$ cat src/rtl/qam16_pkg.sv
// Shared 16QAM definitions: symbol size, amplitude level codes and the
// Gray bit-pair mapping used by both the transmit mapper and receive slicer.
package qam16_pkg;

    localparam int BITS_PER_SYM = 4;

    localparam logic [1:0] LVL_M3 = 2'd0;
    localparam logic [1:0] LVL_M1 = 2'd1;
    localparam logic [1:0] LVL_P1 = 2'd2;
    localparam logic [1:0] LVL_P3 = 2'd3;

    typedef enum logic {
        IDLE,
        ACTIVE
    } tx_state_e;

    function automatic logic [1:0] gray_map(input logic [1:0] pair);
        logic [1:0] lvl;
        unique case (pair)
            2'b00: lvl = LVL_M3;
            2'b01: lvl = LVL_M1;
            2'b11: lvl = LVL_P1;
            2'b10: lvl = LVL_P3;
        endcase
        return lvl;
    endfunction

endpackage

$ cat src/rtl/qam16_bit_packer.sv
// Packs serial bits into 4-bit symbols and keeps one mapped symbol
// waiting in a single-entry pending register.
module qam16_bit_packer
    import qam16_pkg::*;
#(
    parameter int GRAY = 1
) (
    input  logic       clk,
    input  logic       reset_n,
    input  logic       bit_in,
    input  logic       bit_valid,
    output logic       bit_ready,
    input  logic       load,
    output logic       pend_valid,
    output logic [1:0] pend_i,
    output logic [1:0] pend_q
);

    localparam bit         USE_GRAY = (GRAY != 0);
    localparam logic [1:0] CNT_LAST = 2'(BITS_PER_SYM - 1);

    logic [2:0] shreg;
    logic [1:0] bit_cnt;
    logic       last_bit;
    logic       accept;
    logic [1:0] pair_i;
    logic [1:0] pair_q;

    function automatic logic [1:0] map_pair(input logic [1:0] p);
        return USE_GRAY ? gray_map(p) : p;
    endfunction

    assign last_bit  = (bit_cnt == CNT_LAST);
    // A completing bit may refill pending on the edge the top consumes it.
    assign bit_ready = !last_bit || !pend_valid || load;
    assign accept    = bit_valid && bit_ready;
    assign pair_i    = shreg[2:1];
    assign pair_q    = {shreg[0], bit_in};

    always_ff @(posedge clk or negedge reset_n) begin
        if (!reset_n) begin
            shreg      <= '0;
            bit_cnt    <= '0;
            pend_valid <= 1'b0;
            pend_i     <= '0;
            pend_q     <= '0;
        end else begin
            if (load) begin
                pend_valid <= 1'b0;
            end
            if (accept) begin
                if (last_bit) begin
                    pend_valid <= 1'b1;
                    pend_i     <= map_pair(pair_i);
                    pend_q     <= map_pair(pair_q);
                    bit_cnt    <= '0;
                end else begin
                    shreg   <= {shreg[1:0], bit_in};
                    bit_cnt <= bit_cnt + 2'd1;
                end
            end
        end
    end

endmodule

$ cat src/rtl/qam16_symbol_mapper.sv
// 16QAM symbol mapper: packs bits, Gray-maps to I/Q level codes and holds
// each symbol for SPS clocks ahead of the pulse-shaping filter.
module qam16_symbol_mapper
    import qam16_pkg::*;
#(
    parameter int SPS  = 4,
    parameter int GRAY = 1
) (
    input  logic       clk,
    input  logic       reset_n,
    input  logic       bit_in,
    input  logic       bit_valid,
    output logic       bit_ready,
    output logic [1:0] i_sym,
    output logic [1:0] q_sym,
    output logic       sym_strobe,
    output logic       tx_active,
    output logic       underrun
);

    localparam int               CNT_W    = $clog2(SPS);
    localparam logic [CNT_W-1:0] CNT_LAST = CNT_W'(SPS - 1);
    localparam logic [CNT_W-1:0] CNT_ONE  = CNT_W'(1);

    generate
        if (SPS < 4 || SPS > 16) begin : g_bad_sps
            $error("qam16_symbol_mapper: SPS must be within 4..16");
        end
    endgenerate

    tx_state_e        state, state_n;
    logic [CNT_W-1:0] cnt, cnt_n;
    logic [1:0]       i_n, q_n;
    logic             strobe_n, underrun_n;
    logic             load;
    logic             pend_valid;
    logic [1:0]       pend_i, pend_q;

    qam16_bit_packer #(
        .GRAY (GRAY)
    ) u_packer (
        .clk        (clk),
        .reset_n    (reset_n),
        .bit_in     (bit_in),
        .bit_valid  (bit_valid),
        .bit_ready  (bit_ready),
        .load       (load),
        .pend_valid (pend_valid),
        .pend_i     (pend_i),
        .pend_q     (pend_q)
    );

    assign tx_active = (state == ACTIVE);

    always_ff @(posedge clk or negedge reset_n) begin
        if (!reset_n) begin
            state      <= IDLE;
            cnt        <= '0;
            i_sym      <= '0;
            q_sym      <= '0;
            sym_strobe <= 1'b0;
            underrun   <= 1'b0;
        end else begin
            state      <= state_n;
            cnt        <= cnt_n;
            i_sym      <= i_n;
            q_sym      <= q_n;
            sym_strobe <= strobe_n;
            underrun   <= underrun_n;
        end
    end

    always_comb begin
        state_n    = state;
        cnt_n      = cnt;
        i_n        = i_sym;
        q_n        = q_sym;
        strobe_n   = 1'b0;
        underrun_n = 1'b0;
        load       = 1'b0;
        unique case (state)
            IDLE: begin
                if (pend_valid) begin
                    load     = 1'b1;
                    state_n  = ACTIVE;
                    cnt_n    = '0;
                    i_n      = pend_i;
                    q_n      = pend_q;
                    strobe_n = 1'b1;
                end
            end
            ACTIVE: begin
                if (cnt != CNT_LAST) begin
                    cnt_n = cnt + CNT_ONE;
                end else if (pend_valid) begin
                    load     = 1'b1;
                    cnt_n    = '0;
                    i_n      = pend_i;
                    q_n      = pend_q;
                    strobe_n = 1'b1;
                end else begin
                    state_n    = IDLE;
                    underrun_n = 1'b1;
                end
            end
        endcase
    end

endmodule

$ cat config.mk
export PLATFORM = sky130hd
export DESIGN_NAME = qam16_symbol_mapper
export DESIGN_NICKNAME = d
export VERILOG_FILES = /design/src/rtl/qam16_pkg.sv /design/src/rtl/qam16_bit_packer.sv /design/src/rtl/qam16_symbol_mapper.sv
export SDC_FILE = /design/constraint.sdc
export NUM_CORES = 1
export LEC_CHECK = 0
export CAP_MARGIN = 20
export CORE_MARGIN = 8
export CORE_UTILIZATION = 46
export DETAILED_ROUTE_END_ITERATION = 10
export PLACE_DENSITY_LB_ADDON = 0.25
export SYNTH_ARGS = -nofsm -noshare
export SYNTH_HDL_FRONTEND = slang
export SYNTH_SLANG_ARGS = --single-unit
$ cat constraint.sdc
create_clock -name clk -period 1.3 [get_ports clk]
set_input_delay 0.26 -clock clk [delete_from_list [all_inputs] [get_ports clk]]
set_output_delay 0.26 -clock clk [all_outputs]
set_load 0.005 [all_outputs]
==> results by stage, run 1 <==
Run status:
- The flow ran to the end, but the final reports show violations.
- The checks that failed: setup timing.

Place:
- Buffers placed on the I/O ports in this run total 11.
- OpenSTA, run right after detailed placement, puts the worst setup slack at -0.223 ns.
- In this run the cell area measured after placement is 1080 um^2.
- Routability-driven placement finished with a final weighted congestion of 0.748.
- After legalization and detailed placement, the total HPWL measured 1060 um.

Global route:
- The initial antenna violation count is 0.
- The global routing usage summed across all routing layers is a little under a tenth.
- Entering global routing, the biggest net connects 20 pins.
- The total overflow reported by the global router is 0.
- The via count of the first global-routing pass was around 570.
- The first global-routing pass estimated roughly 2500 um of wire.

Synthesis:
- Sequential cells were found to cover a little under three fifths of the synthesized design area.
- The netlist uses 15 different library cells.
- The synthesized area is between 800 and 900 um^2.
- The synthesized design contains 19 register bits.
- Summed over its instances, the top area cell type makes up 55.1% of the synthesized netlist area.
- The post-synth net total is 81.
- The post-synthesis cell type with the largest combined area is sky130_fd_sc_hd__dfrtp_1.
- The number of warnings reported in the yosys synthesis log is 0.
- Yosys attributes the largest share of cell area to sky130_fd_sc_hd__dfrtp_1 55%, sky130_fd_sc_hd__ha_1 12%, sky130_fd_sc_hd__mux2_4 7.0%, sky130_fd_sc_hd__mux2_2 6.5%, sky130_fd_sc_hd__nand2_1 3.5%.
- The synthesized instance count is 69.
- The post-synthesis average cell area is 12.5 um^2.

Final layout:
- After routing the design area is around 1100 um^2.
- Summing all flip-flop and latch instances after layout gives about 480 um^2.
- At the end of the flow, the number of nets in the layout was about 110.
- The area growth from synthesis to layout is 32.6%.
- The repair_antennas step left the layout with diodes totalling 0.
- The library cells used most frequently in the layout, excluding fill and tap cells, are 19 x sky130_fd_sc_hd__dfrtp_1, 12 x sky130_fd_sc_hd__buf_4.
- The most common library cell in the layout ignoring fill and taps is sky130_fd_sc_hd__dfrtp_1.
- In the final layout, the share of cells above drive strength 1 is roughly 34%.
- Summing all multi-input logic gate instances after layout gives 407 um^2.
- Counting the fill cells in the layout gives 143.

Worst setup path:
- The worst setup path is of the reg2out kind.
- Walking the worst path, the cells encountered are ha_4 > nand4b_1 > buf_2.
- The maximum fanout count along the critical path is 4.
- The nature of the critical path startpoint is a flip-flop.
- The number of cells on the worst reg-to-reg path is 5.
- The startpoint identified for the worst register-to-register timing path is cnt[0].
- The largest stage delay on the critical path is between 0.4 and 0.5 ns.
- The worst setup path is captured at an output pin.
- On the critical path, the stage with the largest delay is an instance of sky130_fd_sc_hd__dfrtp_1.
- The end of the worst register-to-register path is u_packer.bit_cnt[1].
- The worst setup slack for register-to-register paths is -0.10 ns.
- The data required time of the critical path is roughly 1.0 ns.
- The launch point of the critical path is cnt[0].
- The data arrival time at the worst-slack endpoint is between 1 and 1.5 ns.

Detailed routing:
- Using the TritonRoute via totals, the vias-per-cell ratio works out to ~4.6.
- The met1 routed wirelength after detailed routing is roughly 660 um.
- The overall via count from detail_route is 560.
- The post-route DRC violation count is 0.
- The total met2 wirelength after detailed routing is just under 700 um.
- The residual antenna-violating net count after detailed routing is 0.
- The routed length on met3 is roughly 82 um.
- Routed signal wires occupy layers up through met4.
- The wire length after detailed routing is ~1400 um.
- The number of optimization iterations in the first detailed-route pass is 2.
- The first-iteration detailed-routing DRC count is 2.
- In the final routed layout, each cell accounts on average for ~12 um.

Timing:
- The post-route minimum period is around 1.5 ns.
- The highest clock rate is ~670 MHz.
- The final number of max-transition violations is 0.
- The setup total negative slack is -0.600 ns.
- At the pin with the least slew margin, the transition time is around 0.24 ns.
- Setup violations remaining at the end of the flow were counted as 10.
- The final hold violation count was 0.
- Measured against its own limit, the worst slew margin works out to between 80 and 90%.
- The final critical-path setup slack is -0.184 ns.
- The post-route fraction of the period consumed by the critical path is 114%.
- The clock arrives with 0.00507 ns of skew.
- Setup repair after global routing could not meet its margin everywhere.
- Hold timing on the final database bottoms out at a slack of between 0.2 and 0.3 ns.

Floorplanning:
- For this design the top-level I/O count stands at 12.
- In this run the vertical extent of the chip is about 59 um.
- The initialized floorplan defines 15 standard-cell rows.
- The floorplan step set the die width to about 59 um.
- The die covers about 3500 um^2.
- The core region is about 1700 um^2.
- The starting density of the core is between 40% and 50%.

Clock network:
- The library cell used as clock root buffer is sky130_fd_sc_hd__clkbuf_4.
- The longest clock path from root to sink contains 2 buffers.
- The number of clock buffers inserted by TritonCTS is 3.
- The clock-pin slew on the worst setup and hold paths is roughly 0.10 ns.
- TritonCTS built the clock tree.
- The clock latency on the worst-skew pair is roughly 0.29 ns.
- The number of H-tree levels is 1.
- CTS saw 19 sinks.

Job:
- Max-cap violations in this run came to 0.

Power:
- VDD sags by at most around 1.4 mV.
- Power spread over the standard cell area amounts to 2130 nW/um^2.
- The design draws about 0.0024 W.
- Summed over all cells, the static leakage comes to a little over 0.6 nW.

Hold path:
- The path class of the tightest hold or removal check is in2async.
==> worst max-delay path by stage <==
| stage | slack, ns | cells after the start | endpoint |
|---|---|---|---|
| 4_1_cts | -0.21 | 3 | bit_ready |
| 5_1_grt | -0.24 | 3 | bit_ready |
| 2_1_floorplan | -0.008 | 4 | i_sym[0] |
| 6_report | -0.18 | 3 | bit_ready |
| 3_3_place_gp | -0.18 | 6 | u_packer.pend_q[1] |
| 3_5_place_dp | -0.22 | 6 | u_packer.pend_q[1] |
==> cells by family after synthesis <==
family / Yosys count / synth area share, %
buffers and inverters: 6 / 2.61
adders and majority gates: 8 / 11.6
muxes: 10 / 14.6
AOI/OAI and AO/OA: 5 / 3.19
and+or+nand+nor: 21 / 12.9
DFF: 19 / 55.1
==> flip-flops by register name (all words and copies together) (netlist names) <==
register             cells
u_packer.shreg           3
cnt                      2
i_sym                    2
q_sym                    2
u_packer.bit_cnt         2
u_packer.pend_i          2
u_packer.pend_q          2
sym_strobe               1
tx_active                1
u_packer.pend_valid      1
underrun                 1
==> through the flow <==
stage | cells | util (%)
floorplan | 69 | -
global placement | 114 | 61.7
detailed placement | 114 | 61.7
CTS | 120 | 64.3
global route | 121 | 65.6
finish | 121 | 65.6
==> power breakdown <==
part | total, W | internal, W | switching (W)
combinational | 0.00114 | 0.000682 | 0.000454
clock | 0.000290 | 0.000119 | 0.000170
sequential | 0.00102 | 0.000855 | 0.000162
==> worst max-delay path: cells and delay by family (launching register included) <==
| kind | cells | cell delay [ns] |
|---|---|---|
| buf+inv | 1 | 0.15 |
| simple gates | 1 | 0.18 |
| flops | 1 | 0.42 |
| fa+ha+maj | 1 | 0.18 |
==> timing repair <==
action / 4_1_cts / 5_1_grt
pin swaps: 0 / 0
gates resized for setup: 16 / 4
setup endpoints to repair: 17 / 13
hold buffers: 0 / 0
setup buffers: 2 / 1
==> metal layers <==
layer / vias to the layer above / track usage [%]
li1: 287 / -
met1: 260 / 12.1
met2: 11 / 13.4
met3: 2 / 3.47
met4: 0 / 5.12
met5: - / 0
==> area by class of cell <==
type	count	area share [%]
sequential	19	41.5
inverter	6	1.97
timing repair buffer	23	16.0
tap	25	2.73
multi-input combinational	44	35.5
clock buffer	4	2.30
==> synthesized netlist by cell type (all sizes together) <==
cell type  number
dfrtp          19
nor2b           1
nand2           8
a21o            1
nand4b          1
inv             6
mux2            9
nand2b          3
nor2            6
mux2i           1
o21ai           4
ha              8
nand3b          2
No activity file was read; power rests on OpenSTA's default activity.
==> run 2, diff against run 1 <==
Settings changed: CTS_BUF_LIST set to sky130_fd_sc_hd__clkbuf_8 sky130_fd_sc_hd__clkbuf_16.
==> results by stage, run 2 (synthesis results as in run 1) <==
Run status:
- The run finished, with violations left.
- The checks that failed: setup timing.

Final layout:
- The net count reported at finish is roughly 110.
- The register with the most flip-flops in the layout has 3 of them.
- Relative to the synthesized area, the layout overhead comes to 34.9%.
- The repair_antennas step left the layout with diodes totalling 0.
- In the layout the commonest cells are 19 x sky130_fd_sc_hd__dfrtp_1, 10 x sky130_fd_sc_hd__buf_4, 7 x sky130_fd_sc_hd__inv_1.
- The total non-filler cell area in the finished layout is 1160 um^2.
- Ranked by flip-flop count, first place goes to u_packer.shreg.
- The layout has between 100 and 150 filler cells.
- The post-route netlist has roughly a third of its cells at a drive strength greater than 1.
- Leaving out fill and tap cells, the most frequent cell in the layout is sky130_fd_sc_hd__dfrtp_1.

Power:
- The switching fraction of total power is ~31%.
- In this run the power spent charging and discharging nets is ~0.00080 W.
- Internal power comes to between 0.0015 and 0.002 W.
- The power per cell area is 2180 nW/um^2.
- The total power after layout is between 0.002 and 0.003 W.
- The share of power burned in combinational logic is between 40 and 50%.
- The register share of total power is about two fifths.
- The worst-case IR drop observed on VDD is 1.22 mV.
- The clock network accounts for about 15% of the total power.
- The standby leakage power is 0.613 nW.

Place:
- After legalization and detailed placement, the total HPWL measured ~1100 um.
- The weighted congestion at the end of routability-driven global placement is about 0.75.
- The number of I/O port buffers is 11.
- The area of placed instances is 1080 um^2.
- Timing analysis after detailed placement gives a worst setup slack of -0.223 ns.

Detailed routing:
- The post-route DRC violation count is 0.
- Dividing the detail-routed wire length by the instance count gives ~12 um.
- The overall via count from detail_route is 553.
- Wires add up to approximately 1400 um.
- In the routed layout, each cell is associated on average with a via count of about 4.6.
- The first routing iteration left 4 violations.
- Once detail routing completed, the nets flagged for antenna violations numbered 0.
- For this run, the detailed router's first-pass iteration total came to 4.

Timing:
- The final number of max-transition violations was 0.
- Setup violations remaining at the end of the flow were counted as 10.
- The slew at the pin with the worst max-slew slack is around 0.24 ns.
- In the finished design, the share of the clock period the worst path needs comes to 110%.
- Clock skew on the completed layout was measured at roughly 0.0030 ns.
- The final critical-path setup slack is -0.129 ns.
- The worst max-slew margin expressed relative to the limit is approximately 84%.
- The post-route minimum period is approximately 1.4 ns.
- The setup total negative slack is -0.455 ns.
- The highest clock rate is approximately 700 MHz.
- Setup repair after global routing could not meet its margin everywhere.
- The post-route worst hold slack is roughly 0.34 ns.
- The final hold violation count is 0.

Worst setup path:
- In this run the worst path has a maximum fanout of 4.
- Walking the worst path, the cells encountered are ha_4 > nand4b_1 > buf_2.
- The largest stage delay on the critical path is 0.41 ns.
- The kind of critical path is reg2out.
- On the critical path, the stage with the largest delay is an instance of sky130_fd_sc_hd__dfrtp_1.
- The data arrival time at the worst-slack endpoint is 1.17 ns.
- Together, buffers and inverters on the worst path number 1.
- The nature of the critical path startpoint is a flip-flop.
- The nature of the critical path endpoint is an output pin.
- The data required time of the critical path is approximately 1.0 ns.
- The dominant delay contributor by cell family on the critical path is flip-flops.

Floorplanning:
- The floorplan step defined a die boundary enclosing approximately 3500 um^2.
- The width of the die is 59.3 um.
- 12 I/O pins were placed.
- The starting density of the core is 49.5%.
- After floorplanning, the core was divided into 15 placement rows.
- After floorplanning, the core was sized to cover roughly 1700 um^2.
- The die height is between 50 and 60 um.

Clock network:
- The number of clock buffers inserted by TritonCTS is 3.
- The number of clock sinks is 19.
- The clock-pin slew on the worst setup and hold paths is 0.07 ns.
- The longest clock path from root to sink contains 2 buffers.
- Clock latency on the worst-skew pair, taken at its later pin, is between 0.2 and 0.3 ns.
- The clock tree from TritonCTS is done.
- The hold buffer count at cts is 0.
- In this run the number of H-tree levels came out at 1.
- Clock tree synthesis selected as its root buffer the cell sky130_fd_sc_hd__clkbuf_8.

Global route:
- The via count of the first global-routing pass is between 500 and 600.
- The initial antenna violation count is 0.
- The first-pass GRT wire length is ~2500 um.
- Entering global routing, the biggest net connects 20 pins.
- Global routing consumed, over all layers together, approximately a tenth of the routing resources.
- The total overflow reported by the global router is 0.

Hold path:
- The path class of the tightest hold or removal check is in2async.

Job:
- The tool flagged a number of max-cap violations equal to 0.
-- run 2: cell types whose count changed in the layout (fill, tap and decap cells not counted), sizes merged --
| cell | change |
|---|---|
| inv | +1 |
| clkdlybuf4s15 | +1 |
| buf | -1 |
| clkbuf | -2 |
-- run 2: layout make-up --
| class | count | area (um^2) | share of cell area, % |
|---|---|---|---|
| multi-input cells | 44 | 407 | 34.9 |
| repair buffers | 22 | 184 | 15.8 |
| well taps | 25 | 31.3 | 2.69 |
| clock buffers | 3 | 41.3 | 3.54 |
| flip-flops and latches | 19 | 475 | 40.8 |
| inverters | 6 | 22.5 | 1.93 |
| clock inverters | 1 | 3.75 | 0.322 |
-- run 2: stage by stage --
stage                     utilization [%]  cells
after detailed placement             61.7    114
after global placement               61.7    114
after CTS                            65.3    120
after floorplan                         -     69
after global routing                 66.7    120
final                                66.7    120
-- run 2: routing by layer --
layer / vias to the layer above / track usage [%] / part of all wire, %
met3: 2 / 3.69 / 8.3
met1: 256 / 12.0 / 45
li1: 280 / - / -
met4: 0 / 4.10 / 0.64
met2: 15 / 13.6 / 46
met5: - / 0 / 0
-- run 2: power by group through the flow --
stage          clock network (W)  logic (W)  registers [W]
2_1_floorplan                  0   0.000582        0.00102
3_3_place_gp                   0    0.00102        0.00101
3_5_place_dp                   0    0.00106        0.00103
4_1_cts                 0.000399    0.00107        0.00101
5_1_grt                 0.000417    0.00130        0.00106
6_report                0.000390    0.00113        0.00103
-- run 2: repair_timing --
action | in CTS | in global routing
setup buffers | 2 | 0
endpoints found under the setup margin | 17 | 13
gates resized for setup | 15 | 5
-- run 2: worst paths after layout --
| kind | cells after the start | slack (ns) | to | start |
|---|---|---|---|---|
| worst max-delay path | 3 | -0.13 | bit_ready | cnt[0] |
| worst min-delay path | 2 | 0.34 | underrun | reset_n |
| worst max register to register | 5 | -0.09 | u_packer.bit_cnt[1] | cnt[0] |
| worst min register to register | 1 | 0.50 | i_sym[0] | i_sym[0] |
| max in group asynchronous | 2 | 0.76 | u_packer.shreg[0] | reset_n |
| min in group clk | 1 | 0.50 | i_sym[0] | i_sym[0] |
-- run 2: worst reg2reg max path, stage by stage, from the launching register on --
cell and delay, ns:
sky130_fd_sc_hd__dfrtp_1 0.41, sky130_fd_sc_hd__ha_4 0.18, sky130_fd_sc_hd__nand4b_1 0.18, sky130_fd_sc_hd__buf_4 0.16, sky130_fd_sc_hd__nand2_4 0.05, sky130_fd_sc_hd__mux2_4 0.29
==> run 3, diff against run 2 <==
Settings changed: CAP_MARGIN 20 to not set.
==> results of run 3 <==
Final layout, timing and power as in run 2 (identical DEF).
